--- config.mk ---
export PLATFORM = sky130hd
export DESIGN_NAME = sram_burst_ctrl
export DESIGN_NICKNAME = d
export VERILOG_FILES = /design/src/rtl/sram_pkg.sv /design/src/rtl/rd_out_fifo.sv /design/src/rtl/sram_burst_ctrl.sv
export SDC_FILE = /design/constraint.sdc
export NUM_CORES = 1
export LEC_CHECK = 0
export ABC_AREA = 0
export CAP_MARGIN = 15
export CORE_ASPECT_RATIO = 1.4
export CORE_MARGIN = 1
export CORE_UTILIZATION = 23
export CTS_CLUSTER_SIZE = 30
export DETAILED_ROUTE_END_ITERATION = 7
export HOLD_SLACK_MARGIN = 0.05
export PLACE_DENSITY = 0.45
export SLEW_MARGIN = 25
export SYNTH_ARGS = -nofsm -noshare
export SYNTH_HDL_FRONTEND = slang
export SYNTH_SLANG_ARGS = --single-unit
--- constraint.sdc ---
create_clock -name clk -period 1.99 [get_ports clk]
set_input_delay 0.597 -clock clk [delete_from_list [all_inputs] [get_ports clk]]
set_output_delay 0.597 -clock clk [all_outputs]
set_load 0.01 [all_outputs]
--- src/rtl/sram_pkg.sv ---
// Shared types and defaults for the SRAM burst front end.
package sram_pkg;

    localparam int SRAM_ADDR_WIDTH = 6;
    localparam int SRAM_DATA_WIDTH = 8;
    localparam int SRAM_DEPTH      = 64;
    localparam int RD_BUF_DEPTH    = 2;
    localparam int RD_CNT_W        = $clog2(RD_BUF_DEPTH + 1);

    typedef enum logic [1:0] {
        ST_IDLE  = 2'd0,
        ST_WRITE = 2'd1,
        ST_READ  = 2'd2
    } state_e;

endpackage

--- src/rtl/rd_out_fifo.sv ---
// Two-entry read-return buffer; head entry is presented combinationally.
module rd_out_fifo
    import sram_pkg::*;
#(
    parameter int DATA_WIDTH = SRAM_DATA_WIDTH
) (
    input  logic                  clk,
    input  logic                  rst,
    input  logic                  push_i,
    input  logic [DATA_WIDTH-1:0] push_data_i,
    input  logic                  pop_i,
    output logic [DATA_WIDTH-1:0] head_o,
    output logic [RD_CNT_W-1:0]   count_o
);

    logic [DATA_WIDTH-1:0] mem_q [RD_BUF_DEPTH];
    logic                  wr_ptr_q;
    logic                  rd_ptr_q;
    logic [RD_CNT_W-1:0]   count_q;
    logic                  pop_ok;

    // A pop on an empty buffer is ignored so the count can never wrap.
    assign pop_ok  = pop_i && (count_q != '0);
    assign head_o  = mem_q[rd_ptr_q];
    assign count_o = count_q;

    always_ff @(posedge clk) begin
        if (push_i) begin
            mem_q[wr_ptr_q] <= push_data_i;
        end
    end

    always_ff @(posedge clk) begin
        if (rst) begin
            wr_ptr_q <= 1'b0;
            rd_ptr_q <= 1'b0;
            count_q  <= '0;
        end else begin
            if (push_i) begin
                wr_ptr_q <= ~wr_ptr_q;
            end
            if (pop_ok) begin
                rd_ptr_q <= ~rd_ptr_q;
            end
            count_q <= count_q + RD_CNT_W'(push_i) - RD_CNT_W'(pop_ok);
        end
    end

endmodule

--- src/rtl/sram_burst_ctrl.sv ---
// Burst command front end: streams write beats into the SRAM and returns
// read beats through a small buffer with full backpressure.
module sram_burst_ctrl
    import sram_pkg::*;
#(
    parameter int ADDR_WIDTH = SRAM_ADDR_WIDTH,
    parameter int DATA_WIDTH = SRAM_DATA_WIDTH,
    parameter int DEPTH      = SRAM_DEPTH
) (
    input  logic                  clk,
    input  logic                  rst,
    input  logic                  cmd_valid,
    output logic                  cmd_ready,
    input  logic                  cmd_write,
    input  logic [ADDR_WIDTH-1:0] cmd_addr,
    input  logic [ADDR_WIDTH-1:0] cmd_len,
    input  logic                  wr_valid,
    output logic                  wr_ready,
    input  logic [DATA_WIDTH-1:0] wr_data,
    output logic                  rd_valid,
    input  logic                  rd_ready,
    output logic [DATA_WIDTH-1:0] rd_data,
    output logic                  busy,
    output logic                  sram_we,
    output logic [ADDR_WIDTH-1:0] sram_addr,
    output logic [DATA_WIDTH-1:0] sram_data,
    input  logic [DATA_WIDTH-1:0] sram_rdata
);

    state_e                state_q;
    logic [ADDR_WIDTH-1:0] cur_addr_q;
    logic [ADDR_WIDTH-1:0] cur_addr_d;
    logic [ADDR_WIDTH-1:0] beats_left_q;
    logic [ADDR_WIDTH-1:0] beats_left_d;
    logic                  inflight_q;

    logic [RD_CNT_W-1:0]   buf_count;
    logic [DATA_WIDTH-1:0] buf_head;
    logic                  buf_nonempty;
    logic                  wr_beat;
    logic                  pop;
    logic                  issue;
    logic                  last_beat;

    assign buf_nonempty = (buf_count != '0);

    // Handshake outputs are forced low while rst is held, whatever the state.
    assign cmd_ready = (state_q == ST_IDLE) && !rst;
    assign wr_ready  = (state_q == ST_WRITE) && !rst;
    assign rd_valid  = buf_nonempty && !rst;
    assign rd_data   = buf_head;
    assign busy      = !rst && ((state_q != ST_IDLE) || inflight_q || buf_nonempty);

    assign wr_beat   = wr_valid && wr_ready;
    assign pop       = rd_valid && rd_ready;
    // Occupancy after this cycle, counting the word already in the SRAM pipe,
    // must stay below the buffer depth for another read to be issued.
    assign issue     = (state_q == ST_READ) && !rst &&
                       ((int'(buf_count) + int'(inflight_q)) < (RD_BUF_DEPTH + int'(pop)));

    assign sram_we   = wr_beat;
    assign sram_addr = cur_addr_q;
    assign sram_data = wr_beat ? wr_data : '0;

    assign last_beat    = (beats_left_q == '0);
    assign cur_addr_d   = (cur_addr_q == ADDR_WIDTH'(DEPTH - 1)) ? '0 : cur_addr_q + 1'b1;
    assign beats_left_d = beats_left_q - 1'b1;

    always_ff @(posedge clk) begin
        if (rst) begin
            state_q      <= ST_IDLE;
            cur_addr_q   <= '0;
            beats_left_q <= '0;
            inflight_q   <= 1'b0;
        end else begin
            inflight_q <= issue;
            case (state_q)
                ST_IDLE: begin
                    if (cmd_valid && cmd_ready) begin
                        cur_addr_q   <= cmd_addr;
                        beats_left_q <= cmd_len;
                        state_q      <= cmd_write ? ST_WRITE : ST_READ;
                    end
                end
                ST_WRITE: begin
                    if (wr_beat) begin
                        cur_addr_q   <= cur_addr_d;
                        beats_left_q <= beats_left_d;
                        if (last_beat) begin
                            state_q <= ST_IDLE;
                        end
                    end
                end
                ST_READ: begin
                    if (issue) begin
                        cur_addr_q   <= cur_addr_d;
                        beats_left_q <= beats_left_d;
                        if (last_beat) begin
                            state_q <= ST_IDLE;
                        end
                    end
                end
                default: state_q <= ST_IDLE;
            endcase
        end
    end

    rd_out_fifo #(
        .DATA_WIDTH (DATA_WIDTH)
    ) u_rd_out_fifo (
        .clk         (clk),
        .rst         (rst),
        .push_i      (inflight_q),
        .push_data_i (sram_rdata),
        .pop_i       (pop),
        .head_o      (buf_head),
        .count_o     (buf_count)
    );

endmodule

# Yosys cells after proc, flatten, opt, wreduce, memory -nomap -nowiden
# Memories as Yosys holds them, arrays and structs flattened. A register that Yosys moved wholly into a read port is not among the register bits.
# Cells that the tools add are included.
[word_totals]
wordCells = 63
memories = 1
inputBits = 34
output_inout_bits = 27
mem_bits_rw = 16
ff_bits = 19
[mem_list]
columns = ["memory", "depth", "word_bits", "rd", "rd_ports_with_merged_regs", "write_ports", "line_no", "rtl"]
rows = [
  ["u_rd_out_fifo.mem_q", 2, 8, 1, 1, 1, "rd_out_fifo.sv:16", "logic [DATA_WIDTH-1:0] mem_q [RD_BUF_DEPTH];"],
]
[op_classes]
n_bitwise = 2
muxes = 20
addsub = 6
reduce_logical = 20
magnitude_cmp = 1
eq_ne = 6
[ops]
columns = ["cell", "count"]
rows = [
  ["two-way mux 6 bit", 7],
  ["one-hot mux 6 bit (3 select lines)", 2],
  ["logical AND 1 bit", 10],
  ["two-way mux 2 bit", 5],
  ["two-way mux 8 bit", 1],
  ["adder 6 x 1 -> 6 bit, second input constant", 1],
  ["== test 6 bit, second input constant", 1],
  ["logical NOT 6 bit", 1],
  ["one-hot mux 2 bit (3 select lines)", 1],
  ["subtractor 6 x 1 -> 6 bit, second input constant", 1],
  ["two-way mux 1 bit", 4],
  ["inequality test 2 bit, second input constant", 2],
  ["AND reduction 4 bit", 1],
  ["nonzero test 2 bit", 2],
  ["adder 2 x 1 -> 3 bit", 1],
  ["adder 2 x 1 -> 3 bit, first input constant", 1],
  ["less-than comparator 3 bit", 1],
  ["AND reduction 3 bit", 1],
  ["nonzero test 3 bit", 1],
  ["adder 2 x 1 -> 2 bit", 1],
  ["== test 2 x 1 -> 1 bit, second input constant", 1],
  ["== test 2 bit, second input constant", 1],
  ["logical NOT 2 bit", 1],
  ["logical OR 1 bit", 2],
  ["4 further kinds", 5],
]

# Depth between registers and ports, before layout
# Gate-level depths: netlist of run 1.
[logic_depth]
word_depth = 8
mapped_depth = 8
ltp_nobuf = 8

# Cells and area by module
# From an unflattened synthesis of run 1, not the netlist that was laid out.
[unflattened]
cells_unflattened = 190
hier_area_um2 = 2035.7
[by_module_without_submodules]
columns = ["module", "instances", "seq_area_each_um2", "area_per_inst_um2", "cells_each"]
rows = [
  ["sram_burst_ctrl", 1, 300.3, 1227.4, 144],
  ["rd_out_fifo", 1, 580.6, 808.3, 46],
]

# Worst setup path after synthesis of run 1
# No wires, ideal clock.
[synth_path]
path_type = "flip-flop to flip-flop"
startpoint = "reg inflight_q"
endpoint = "reg cur_addr_q[4] (netlist: sram_addr[4])"
path_buffers = 1
arrival_ns = 1.888
path_stages_with_launch = 9
t_required_ns = 1.856
synth_period_minus_slack_ns = 2.023
path_slack_ns = -0.033
cell_sequence = "dfxtp_1 ha_1 ha_1 o31a_1 o41ai_2 or3b_4 buf_6 a21oi_2 o32ai_2"
[synth_via]
elab_chain_cells = 5
[synth_rtl]
columns = ["item", "line_no", "rtl"]
rows = [
  ["from (decl)", "sram_burst_ctrl.sv:35", "logic inflight_q;"],
  ["from (signal assigned)", "sram_burst_ctrl.sv:76", "inflight_q <= issue;"],
  ["adder 2 x 1 -> 3 bit", "sram_burst_ctrl.sv:59", "((int'(buf_count) + int'(inflight_q)) < (RD_BUF_DEPTH + int'(pop)));"],
  ["less-than comparator 3 bit", "sram_burst_ctrl.sv:59", ""],
  ["logical AND 1 bit", "sram_burst_ctrl.sv:58", "assign issue = (state_q == ST_READ) && !rst &&"],
  ["inequality test 2 bit (no source line)", "--", ""],
  ["AND reduction 4 bit (no source line)", "--", ""],
  ["to (signal assigned)", "sram_burst_ctrl.sv:80", "cur_addr_q <= cmd_addr;"],
  ["to (signal assigned)", "sram_burst_ctrl.sv:87", "cur_addr_q <= cur_addr_d;"],
  ["to (signal assigned)", "sram_burst_ctrl.sv:96", "cur_addr_q <= cur_addr_d;"],
  ["to (decl)", "sram_burst_ctrl.sv:31", "logic [ADDR_WIDTH-1:0] cur_addr_q;"],
]
# Every way passes these cells.
# A chain may end at the register's enable or synchronous reset.

# Final worst setup path of run 1
[layout_path]
startpoint = "reg state_q[1]"
endpoint = "out sram_data[7]"
[layout_via]
elab_chain_cells = 4
[layout_rtl]
columns = ["item", "line_no", "rtl"]
rows = [
  ["from (decl)", "sram_burst_ctrl.sv:30", "state_e state_q;"],
  ["from (signal assigned)", "sram_burst_ctrl.sv:82", "state_q <= cmd_write ? ST_WRITE : ST_READ;"],
  ["== test 2 x 1 -> 1 bit", "sram_burst_ctrl.sv:49", "assign wr_ready = (state_q == ST_WRITE) && !rst;"],
  ["logical AND 1 bit", "sram_burst_ctrl.sv:49", ""],
  ["logical AND 1 bit", "sram_burst_ctrl.sv:54", "assign wr_beat = wr_valid && wr_ready;"],
  ["two-way mux 8 bit", "sram_burst_ctrl.sv:63", "assign sram_data = wr_beat ? wr_data : '0;"],
  ["to (decl)", "sram_burst_ctrl.sv:26", "output logic [DATA_WIDTH-1:0] sram_data,"],
]
# Every way passes these cells.

==> results of run 1 <==
[layout make-up]
class                           instances  share of cell area
Clock buffer                            5              0.0230
Tap cell                              100              0.0419
Multi-Input combinational cell        134               0.348
Clock inverter                          3             0.00460
Sequential cell                        36               0.297
Timing Repair Buffer                   85               0.267
Inverter                               14              0.0176
[sequential cells by signal (all words and copies together), names as in the netlist, named ones only]
signal / count
u_rd_out_fifo.mem_q: 16
u_rd_out_fifo.rd_ptr_q: 1
sram_addr: 6
beats_left_q: 6
u_rd_out_fifo.wr_ptr_q: 1
inflight_q: 1
state_q: 2
u_rd_out_fifo.count_o: 2
[cells in the final DEF, fill, tap and decap left out, types with 3 or more instances in the layout]
cell type	count
mux2_2	8
buf_4	20
nand2b_1	3
nor2_1	15
a21oi_1	8
dfxtp_2	6
xnor2_1	3
edfxtp_1	16
dfxtp_1	14
and3_4	7
clkdlybuf4s15_1	10
o22ai_1	3
inv_1	13
o21ai_0	7
clkdlybuf4s50_1	36
nor2b_1	7
ha_1	7
a21boi_0	3
clkbuf_8	5
nand3_1	7
nand2_1	10
o21ai_1	3
buf_6	12
o21ai_2	5
mux2i_1	3
buf_2	3
ha_4	3
[repair_timing]
item | in CTS | in global routing
setup endpoints to repair | 36 | 34
hold buffers | 0 | 0
gates cloned | 2 | 0
gates resized for setup | 84 | 34
pin swaps | 11 | 12
endpoints found under the hold margin | 0 | 0
setup buffers | 1 | 2
[kinds of logic after synthesis]
| logic type | count (synthesis) |
|---|---|
| AO/OA/AOI/OAI | 44 |
| XOR/XNOR | 4 |
| adder cells (fa/ha/maj) | 11 |
| buffers and inverters | 24 |
| flip-flops | 36 |
| multiplexers | 11 |
| AND/OR/NAND/NOR | 63 |
[routing by layer]
metal | up-vias | routed length (microns) | GRT usage
li1 | 851 | - | -
met2 | 36 | 2540 | 0.220
met5 | - | 0 | 0
met4 | 0 | 68 | 0.0468
met3 | 5 | 189 | 0.0290
met1 | 785 | 1890 | 0.124
[power by group]
part / switching [mW] / leakage [nW] / total, mW / internal, mW
clock: 0.255 / 0.0453 / 0.492 / 0.237
sequential: 0.165 / 0.311 / 1.12 / 0.956
combinational: 1.00 / 0.794 / 2.05 / 1.05
[worst register-to-register path, stage by stage (launching register included)]
cell     delay [ns]
dfxtp_2        0.34
ha_4           0.16
ha_4           0.20
o31a_1         0.24
o41ai_2        0.05
buf_4          0.17
or3b_4         0.44
a21oi_2        0.15
o32ai_2        0.08
[stage by stage]
stage | instances | setup slack (ns)
after floorplan | 193 | 0.0214
after global placement | 364 | -0.579
after detailed placement | 364 | -0.608
after CTS | 375 | -0.0334
after global routing | 377 | -0.0527
final | 377 | 0.0295
[worst max path at each step]
stage | cells past startpoint | from | end
global placement | 5 | rst | sram_data[0]
global route | 8 | u_rd_out_fifo.count_o[0] | sram_addr[4]
floorplan | 8 | inflight_q | sram_addr[4]
CTS | 7 | inflight_q | sram_addr[4]
detailed placement | 5 | rst | sram_data[2]
finish | 6 | state_q[1] | sram_data[7]
==> impl_metrics.yaml, run 1 <==
run_status:
  outcome: "complete, no violations"
min_path:
  hold-path-endpoint: "beats_left_q[5]"
  hold_start: "beats_left_q[5]"
  hp-class: "reg -> reg"
  hold-path-cell-count: 2
floorplanning:
  coreArea_sq_um: 7890
  dieArea_sq_um: 8660
  die_h_microns: 110
  rows: 38
  die_x_microns: 79.0
  initial_core_util: 0.242
  top_level_ports: 61
synthesis:
  synth_top_area_cell: "edfxtp_1"
  synth_top_family_by_area: "simple AND/OR/NAND/NOR gates"
  synthTopCellsByArea: "edfxtp_1 25%, dfxtp_1 21%, ha_1 7.2%, mux2_2 4.7%, nor2_1 3.1%"
  ys_warn_count: 0
  synthSimpleGateAreaFrac: 0.175
  synthArstFlopShare: 0
  yosysMostFrequentCell: "dfxtp_1"
  synth.net_count: 238
  syn_area_sq_um: 1910
  synthXorXnorAreaFrac: 0.0184
  ys.flop_type: "dfxtp_1"
  synth.distinct_cells: 40
  ys_ff_latch: 36
  ys_seq_area_frac: 0.462
  synth-adder-area-share: 0.0722
  synth_top_area_frac: 0.252
  synth_compound_area_frac: 0.154
  syn_area_per_cell_sq_um: 9.88
  synth_edf_count: 16
  synth_common_cells: "20 x dfxtp_1, 16 x edfxtp_1, 16 x nor2_1"
  syn_inst: 193
  synth_mux_area_frac: 0.0630
cts:
  cts-root-buf: "clkbuf_8"
  cts_tree: "done"
  clock-sinks: 36
  cts_buffers: 5
  clk_latency_ns: 0.28
  max-clock-path-buffers: 2
  cts-htree-levels: 2
  clk_pin_slew_ns: 0.07
global_routing:
  gr-usage-all-layers: 0.117
  grt_max_degree: 21
  grt_pass1_vias: 1618
  antenna_found_initial: 0
  grt_pass1_wl_microns: 7730
  gr-total-overflow: 0
detailed_routing:
  wl_microns: 4680
  routedWlPerCell_microns: 12.4
  viasPerCell: 4.45
  drt_iter0_markers: 81
  antenna_left: 0
  drc: 0
  drtPass1Iterations: 2
  routed-via-count: 1677
setup_path:
  r2r_cells: 8
  crit_path_frequent_cell: "buf_6"
  critical_path_required_ns: 1.39
  worstPathArrival_ns: 1.36
  critPathMaxStageDelay_ns: 0.32
  worst_setup_path_end_kind: "primary output"
  critPathKind: "reg -> out"
  cp_cell_sequence: "inv_2 -> ha_4 -> nor2b_4 -> buf_6 -> and3_4 -> buf_6"
  r2r_slack_ns: 0.05
  cp-start-kind: "flop"
  crit_buf_inv: 3
  critical_path_peak_fanout: 5
  r2r-start: "u_rd_out_fifo.count_o[0]"
  cp_slowest_cell: "dfxtp_2"
  rr_endpoint: "sram_addr[4]"
  critPathTopFamily: "simple AND/OR/NAND/NOR gates"
timing:
  hold_viol: 0
  drv_slew: 0
  fmax_ghz: 0.510
  setup_tns_ns: 0
  rsz0062_at_grt: "yes"
  finalSetupViolCount: 0
  tightestPinTransition_ns: 0.392
  fin_worst_skew_ns: 0.00437
  holdWs_ns: 0.474
  finalCriticalPeriod_ns: 1.96
  relSlewSlack: 0.739
  period_share: 0.985
place:
  hpwl_microns: 3440
  port_buffers: 60
  placed_area_sq_um: 2750
  gp_congestion: 0.694
final_layout:
  final_area_sq_um: 2990
  antennaDiodeCount: 0
  num-fill-cells: 826
  drive_gt1_frac: 0.314
  area_delta_synth_final_pct: 56.8
  seqCellArea_sq_um: 888
  postLayoutCoreUtil: 0.379
  nets: 321
  multi_input_comb_area_sq_um: 1040
run:
  maxCapViolations: 0
power_and_ir_drop:
  peakVddDrop_mv: 0.377
  p_per_area_nw_per_um2: 1230
  p_leak_nw: 1.15
  p_total_mw: 3.67
Note: power is estimated with default switching activity, not from simulation.
==> inputs of run 2 (changes only) <==
CORE_MARGIN = 3   (was 1)
GPL_ROUTABILITY_DRIVEN = 0   (was default)
==> run 2 against run 1 <==
Effect of this change:
- first-iteration DRC count is 17% lower
- final cell count down 0.27%
- via count fell by 0.12%
- flip-flop and latch count is the same
- worst setup slack worse by 0.013 ns
- design area shrank 2.2%
- fmax fell by 0.64%
- clock power barely moved
- global-route usage fell by 1.3 points
- routed wire length rose by 4.9%
- clock-buffer cell count up 1
==> impl_metrics.yaml, run 2 (same netlist as run 1, synthesis figures left out) <==
timing:
  tightestPinTransition_ns: 0.381
  drv_slew: 0
  hold_viol: 0
  finalCriticalPeriod_ns: 1.97
  holdWs_ns: 0.472
  relSlewSlack: 0.746
  setup_tns_ns: 0
  rsz0062_at_grt: "yes"
  period_share: 0.992
  setup_ws_ns: 0.0168
  finalSetupViolCount: 0
  fin_worst_skew_ns: 0.00456
  fmax_ghz: 0.507
place:
  dp_slack_ns: -0.590
  hpwl_microns: 3550
  placed_area_sq_um: 2760
  port_buffers: 60
  place_inst: 365
final_layout:
  largest_reg_flops: 16
  final_area_sq_um: 2920
  drive_gt1_frac: 0.286
  area_delta_synth_final_pct: 53.3
  antennaDiodeCount: 0
  fin_cells: 376
  mostFrequentLayoutCell: "clkdlybuf4s50_1"
  final_cell_mix: "36 x clkdlybuf4s50_1, 18 x buf_4, 16 x edfxtp_1"
  max_flop_register: "u_rd_out_fifo.mem_q"
  nets: 320
power_and_ir_drop:
  peakVddDrop_mv: 0.373
  p_leak_nw: 1.16
  p_per_area_nw_per_um2: 1280
floorplanning:
  top_level_ports: 61
  dieArea_sq_um: 9430
  coreArea_sq_um: 7890
  die_x_microns: 83.0
  rows: 38
  initial_core_util: 0.242
  die_h_microns: 114
cts:
  cts-root-buf: "clkbuf_8"
  max-clock-path-buffers: 2
  clock-sinks: 36
  cts_tree: "done"
  post_cts_buffers: 0
  cts-htree-levels: 2
  clk_pin_slew_ns: 0.07
  clk_latency_ns: 0.28
  cts_buffers: 5
detailed_routing:
  drt_iter0_markers: 67
  viasPerCell: 4.45
  drtPass1Iterations: 4
  antenna_left: 0
  routed-via-count: 1675
  routedWlPerCell_microns: 13.1
  wl_microns: 4910
  drc: 0
setup_path:
  critPathTopFamily: "compound AO/OA/AOI/OAI gates"
  crit_start: "inflight_q"
  crit_buf_inv: 0
  crit_cells: 7
  rr_endpoint: "sram_addr[2]"
  worst_setup_path_end_kind: "flop"
  critPathMaxStageDelay_ns: 0.51
  crit_path_frequent_cell: "ha_4"
  r2r_slack_ns: 0.02
  critical_path_peak_fanout: 7
  cp_cell_sequence: "ha_4 -> ha_4 -> o31a_1 -> o41ai_4 -> or3b_4 -> o21ai_1 -> a21oi_1"
  worstPathArrival_ns: 2.15
  critPathKind: "reg -> reg"
  r2r_cells: 7
  r2r-start: "inflight_q"
  critical_path_required_ns: 2.16
  cp_slowest_cell: "or3b_4"
  cp-start-kind: "flop"
global_routing:
  gr-usage-all-layers: 0.104
  grt_max_degree: 23
  gr-total-overflow: 0
  grt_pass1_vias: 1670
  antenna_found_initial: 0
  grt_pass1_wl_microns: 8000
min_path:
  hold_start: "beats_left_q[5]"
  hp-class: "reg -> reg"
  hold-path-endpoint: "beats_left_q[5]"
  hold-path-cell-count: 2
run_status:
  outcome: "complete, no violations"
run:
  maxCapViolations: 0
## run 2: how the worst max path moves through the flow
| stage | to | slack [ns] |
|---|---|---|
| after floorplan | sram_addr[4] | 0.02 |
| after global placement | sram_data[0] | -0.58 |
| after detailed placement | sram_data[0] | -0.59 |
| after CTS | sram_data[0] | 0.003 |
| after global routing | sram_addr[4] | -0.04 |
| final | sram_addr[2] | 0.02 |
## run 2: cell type report
class	count	area (sq um)
Fill cell	848	4970
Multi-Input combinational cell	135	1060
Sequential cell	36	887
Timing Repair Buffer	83	721
Tap cell	100	125
Clock buffer	6	72.6
Inverter	14	52.6
Clock inverter	2	7.51
## run 2: timing repair
| action | in CTS | in global routing |
|---|---|---|
| endpoints found under the setup margin | 36 | 27 |
| hold buffers | 0 | 0 |
| gates cloned | 3 | 1 |
| pin swaps | 4 | 15 |
| gates resized for setup | 76 | 23 |
## run 2: metrics by stage
step                 util  power [mW]
floorplan               -        2.27
global placement    0.349        3.07
detailed placement  0.349        3.06
CTS                 0.360        3.65
global route        0.370        4.07
finish              0.370        3.75
## run 2: report_power, final
part,leakage [nW],internal [mW],switching (mW)
Sequential,0.311,0.955,0.171
Clock,0.0403,0.239,0.250
Combinational,0.807,1.08,1.06
Total,1.16,2.28,1.48
## run 2: tightest hold or removal path, delay by kind of cell (launching register included)
family,cells,cell delay [ns]
compound gates,2,0.10
flops,1,0.32
## run 2: metal layers
layer | track usage | wire length, microns
met1 | 0.114 | 2050
met2 | 0.195 | 2630
met3 | 0.0246 | 165
met4 | 0.0327 | 69
met5 | 0 | 0
